==> src/rtl/pipe_ctrl_pkg.sv <==
// Shared types for the pipeline hazard controller: FSM state encoding and counter defaults.
package pipe_ctrl_pkg;

    typedef enum logic [1:0] {
        RUN      = 2'd0,
        LU_STALL = 2'd1,
        FLUSH    = 2'd2,
        WAIT     = 2'd3
    } state_t;

    localparam int CNT_W_DEF = 16;

endpackage

==> src/rtl/sat_counter.sv <==
// Saturating up-counter; clr wins over en, holds at all-ones, never wraps.
module sat_counter #(
    parameter int W = 16
) (
    input  logic         clk,
    input  logic         reset,
    input  logic         en,
    input  logic         clr,
    output logic [W-1:0] cnt
);

    always_ff @(posedge clk or negedge reset) begin
        if (!reset) begin
            cnt <= '0;
        end else if (clr) begin
            cnt <= '0;
        end else if (en && (cnt != {W{1'b1}})) begin
            cnt <= cnt + 1'b1;
        end
    end

endmodule

==> src/rtl/pipeline_ctrl.sv <==
// Turns stall/branch/mem-wait requests into same-cycle per-stage enable/flush/bubble controls,
// tracks the last control mode in a small FSM, and keeps saturating event counters plus a sticky error.
module pipeline_ctrl
    import pipe_ctrl_pkg::*;
#(
    parameter int CNT_W = CNT_W_DEF
) (
    input  logic             clk,
    input  logic             reset,
    input  logic             stall_req,
    input  logic             branch_taken,
    input  logic             mem_wait,
    input  logic             cnt_clr,
    output logic             pc_we,
    output logic             ifid_we,
    output logic             ifid_flush,
    output logic             idex_we,
    output logic             idex_bubble,
    output logic             exmem_we,
    output logic             exmem_flush,
    output state_t           state,
    output logic [CNT_W-1:0] stall_cnt,
    output logic [CNT_W-1:0] flush_cnt,
    output logic [CNT_W-1:0] wait_cnt,
    output logic             hz_err
);

    state_t state_nxt;
    logic   stall_cyc;
    logic   flush_cyc;
    logic   hz_set;

    // A stall-type cycle is one where the load-use request is the winning cause.
    assign stall_cyc = stall_req && !branch_taken && !mem_wait;
    assign flush_cyc = branch_taken && !mem_wait;
    assign hz_set    = (state == LU_STALL) && stall_cyc;

    always_comb begin
        pc_we       = 1'b1;
        ifid_we     = 1'b1;
        idex_we     = 1'b1;
        exmem_we    = 1'b1;
        ifid_flush  = 1'b0;
        idex_bubble = 1'b0;
        exmem_flush = 1'b0;
        state_nxt   = RUN;

        // Reset gates the controls combinationally so the datapath is frozen the instant reset asserts.
        if (!reset) begin
            pc_we    = 1'b0;
            ifid_we  = 1'b0;
            idex_we  = 1'b0;
            exmem_we = 1'b0;
        end else if (mem_wait) begin
            pc_we     = 1'b0;
            ifid_we   = 1'b0;
            idex_we   = 1'b0;
            exmem_we  = 1'b0;
            state_nxt = WAIT;
        end else if (branch_taken) begin
            ifid_flush  = 1'b1;
            idex_bubble = 1'b1;
            exmem_flush = 1'b1;
            state_nxt   = FLUSH;
        end else if (stall_req) begin
            pc_we       = 1'b0;
            ifid_we     = 1'b0;
            idex_bubble = 1'b1;
            state_nxt   = LU_STALL;
        end
    end

    always_ff @(posedge clk or negedge reset) begin
        if (!reset) begin
            state  <= RUN;
            hz_err <= 1'b0;
        end else begin
            state <= state_nxt;
            if (cnt_clr) begin
                hz_err <= 1'b0;
            end else if (hz_set) begin
                hz_err <= 1'b1;
            end
        end
    end

    sat_counter #(.W(CNT_W)) u_stall_cnt (
        .clk   (clk),
        .reset (reset),
        .en    (stall_cyc),
        .clr   (cnt_clr),
        .cnt   (stall_cnt)
    );

    sat_counter #(.W(CNT_W)) u_flush_cnt (
        .clk   (clk),
        .reset (reset),
        .en    (flush_cyc),
        .clr   (cnt_clr),
        .cnt   (flush_cnt)
    );

    sat_counter #(.W(CNT_W)) u_wait_cnt (
        .clk   (clk),
        .reset (reset),
        .en    (mem_wait),
        .clr   (cnt_clr),
        .cnt   (wait_cnt)
    );

endmodule

==> config.mk <==
export PLATFORM = sky130hd
export DESIGN_NAME = pipeline_ctrl
export DESIGN_NICKNAME = d
export VERILOG_FILES = /design/src/rtl/pipe_ctrl_pkg.sv /design/src/rtl/sat_counter.sv /design/src/rtl/pipeline_ctrl.sv
export SDC_FILE = /design/constraint.sdc
export NUM_CORES = 1
export LEC_CHECK = 0
export CAP_MARGIN = 20
export CORE_ASPECT_RATIO = 1.5
export CORE_MARGIN = 2
export CORE_UTILIZATION = 52
export CTS_BUF_LIST = sky130_fd_sc_hd__clkbuf_2
export CTS_CLUSTER_DIAMETER = 40
export DETAILED_ROUTE_END_ITERATION = 6
export GPL_TIMING_DRIVEN = 0
export PLACE_DENSITY = 0.82
export SYNTH_ARGS = -nofsm -noshare
export SYNTH_HDL_FRONTEND = slang
export SYNTH_SLANG_ARGS = --single-unit
==> constraint.sdc <==
create_clock -name clk -period 2.45 [get_ports clk]
set_clock_uncertainty 0.05 [all_clocks]
set_input_delay 0.735 -clock clk [delete_from_list [all_inputs] [get_ports clk]]
set_output_delay 0.735 -clock clk [all_outputs]
set_load 0.01 [all_outputs]
==> results_dict.tcl <==
set metrics [dict create \
    status "complete, no violations" \
    vias 2882 \
    starting_utilization_of_the_core_area 0.5347 \
    commonest_cells_after_routing_fill_and_taps_aside "52 x clkdlybuf4s50_1, 50 x dfrtp_1, 29 x a21oi_1, 25 x nand2_1" \
    switching_share 0.2791 \
    timing.hold.ws_ns 0.09332 \
    die_h_um 95.69 \
    post_synth_num_cell_types 47 \
    port_buffer_cells 63 \
    worstMarginPinSlew_ns 0.9511 \
    row_count 33 \
    post-route-drc-count 0 \
    synth_seq_cells 51 \
    drt_iter0_drc 224 \
    final_util 0.6990 \
    p_leak_nw 1.447 \
    synth_edf_count 0 \
    internal_power_mw 0.9927 \
    postSynth.asyncResetShare 1.000 \
    grt_remaining_overflow 0 \
    mappedNetlistNets 331 \
    cts_num_sinks 51 \
    postLayoutCellArea_um2 3810 \
    gp_routability_congestion 0.8946 \
    synthesis.area_um2 2914 \
    number_of_antenna_violations_at_the_first_check_in_global_routing 0 \
    critical_path_required_ns 1.66 \
    power_spent_charging_and_discharging_nets_mw 0.3843 \
    floorplan.core_area_um2 5450 \
    die_area_um2 6231 \
    routed_wl_um 7748 \
    crit_path_start_kind "input port" \
    cp-end-kind "output pin" \
    level_count_of_the_clock_h_tree 2 \
    cap_violations 0 \
    detailed_place.area_um2 3647 \
    cts_root_buf "clkbuf_2" \
    clock_power_share 0.268 \
    grt_pass1_vias 2711 \
    die_width_um 65.12 \
    synthesis.yosys.warnings 0 \
    io_pins 64 \
    pre_antenna_drt_iters 5 \
    max-vdd-ir-drop_v 0.0003896 \
    final_hpwl_from_detailed_placement_um 5586 \
    routed_wire_per_std_cell_um 16.49 \
    final_layout_size_suffix_gt1_frac 0.1025 \
    areaGrowthSynthToFinish_pct 30.74 \
    cp.arrival_ns 1.59 \
    power.share.sequential 0.627 \
    synth-seq-area-share 0.4380 \
    grt_setup_unrepaired "no" \
    ctsLongestPathBuffers 2 \
    slew_violations 0 \
    hold_path_class "in2async" \
    fin_nets 408 \
    tritoncts "built" \
    layout_commonest_cell "clkdlybuf4s50_1" \
    fin_cells 470 \
    layout_min_cycle_time_ns 2.376 \
    groute.usage.overall 0.2563 \
    final_hold_viol_count 0 \
    power.density_nw_per_um2 361.4 \
    timing.final.setup_violations 0 \
    critical_path_class "in2out" \
    share_comb_of_total_power 0.105 \
    timing.slew.headroom 0.3601 \
    ys_dominant_reg_cell "dfrtp_1" \
    dp_slack_ns -1.066 \
    post_synth_inst_count 322 \
    clock_insertion_delay_worst_skew_ns 0.45 \
    grt_pass1_wl_um 12520 \
    worst_path_clk_slew_ns 0.27 \
    postSynthAreaPerCell_um2 9.050 \
    drt.antenna.violating_nets 0 \
    num_antenna_cells 0 \
    cts-buffers-inserted 5 \
    numPlacedInstances 456 \
    ff2ff_path_depth 6 \
    via_per_inst 6.132 \
    timing.critical_path.fanout_max 5 \
    final_critical_path_setup_slack_ns 0.07402 \
    achievable-frequency_mhz 420.9 \
    timing.final.crit_share 0.9698 \
    largest_net_degree_at_the_start_of_global_routing 20 \
]
synthesized netlist by cell type, types with 9 or more instances:
cell type | instances | area, µm²
or3_1 | 13 | 81.33
nor2b_1 | 10 | 62.56
o21ai_0 | 11 | 55.05
nor4_1 | 9 | 56.30
or4_1 | 13 | 97.59
inv_1 | 10 | 37.54
o31ai_1 | 13 | 97.59
dfrtp_1 | 51 | 1276
a21oi_1 | 29 | 145.1
nand4_1 | 18 | 112.6
clkbuf_1 | 10 | 37.54
nor2_1 | 19 | 71.32
nor3_1 | 9 | 45.04
nand2_1 | 25 | 93.84
nand3_1 | 12 | 60.06
area by class of cell:
cell class,count,area (µm²)
fillers,443,1640
multi-input cells,242,1544
flip-flops and latches,51,1277
repair buffers,70,716.9
plain buffers,18,93.84
well taps,70,87.58
inverters,11,41.29
clock buffers,5,25.02
clock inverters,3,23.77
worst max-delay path, cell delays in order:
cell,delay (ns)
buf_4,0.14
clkbuf_8,0.13
nand2b_4,0.15
inv_2,0.06
and2_1,0.14
clkdlybuf4s15_1,0.23
flip-flops by register name, summed over array words and instances (netlist names):
name / flops
hz_err: 1
u_stall_cnt.cnt: 16
state: 2
u_flush_cnt.cnt: 16
u_wait_cnt.cnt: 16
power groups by stage:
stage / clock (mW) / combinational, mW / sequential [mW]
after floorplan: 0 / 0.0506 / 0.878
after global placement: 0 / 0.126 / 0.877
after detailed placement: 0 / 0.132 / 0.877
after CTS: 0.378 / 0.147 / 0.863
after global routing: 0.409 / 0.159 / 0.865
final: 0.369 / 0.145 / 0.864
metal layers:
layer	track usage	up-vias	part of all wire
li1	-	1394	-
met1	0.2995	1382	0.39
met2	0.4699	92	0.53
met3	0.03424	14	0.054
met4	0.1024	0	0.021
met5	0	-	0
logic make-up (layout without fill, tap and decap cells):
| kind of cell | Yosys count | count (layout) | synth area share |
|---|---|---|---|
| simple gates | 153 | 153 | 0.3031 |
| mux | 10 | 10 | 0.03736 |
| flops | 51 | 51 | 0.4380 |
| fa+ha+maj | 3 | 3 | 0.01288 |
| buf+inv | 29 | 107 | 0.04294 |
| compound gates | 76 | 76 | 0.1657 |
final timing paths:
check	end	from	slack [ns]
worst max-delay path	exmem_flush	mem_wait	0.07
worst min-delay path	u_stall_cnt.cnt[1]	reset	0.09
worst max register to register	u_stall_cnt.cnt[10]	u_stall_cnt.cnt[0]	0.20
worst min register to register	u_flush_cnt.cnt[15]	u_flush_cnt.cnt[15]	0.49
max in group asynchronous	u_flush_cnt.cnt[11]	reset	0.90
min in group clk	u_flush_cnt.cnt[15]	u_flush_cnt.cnt[15]	0.49
what timing repair did:
item,in CTS,in global routing
cloned,1,0
gates resized for setup,30,8
hold buffers,2,0
pin swaps,0,1
endpoints found under the hold margin,19,0
setup endpoints to repair,16,10
setup buffers,2,0
metrics by stage:
step	total power, mW	TNS (ns)
after global routing	1.432	0
after global placement	1.003	-84.58
after detailed placement	1.008	-19.34
after floorplan	0.9287	0
after CTS	1.389	-0.03794
final	1.377	0
(Power assumes the default switching activity.)
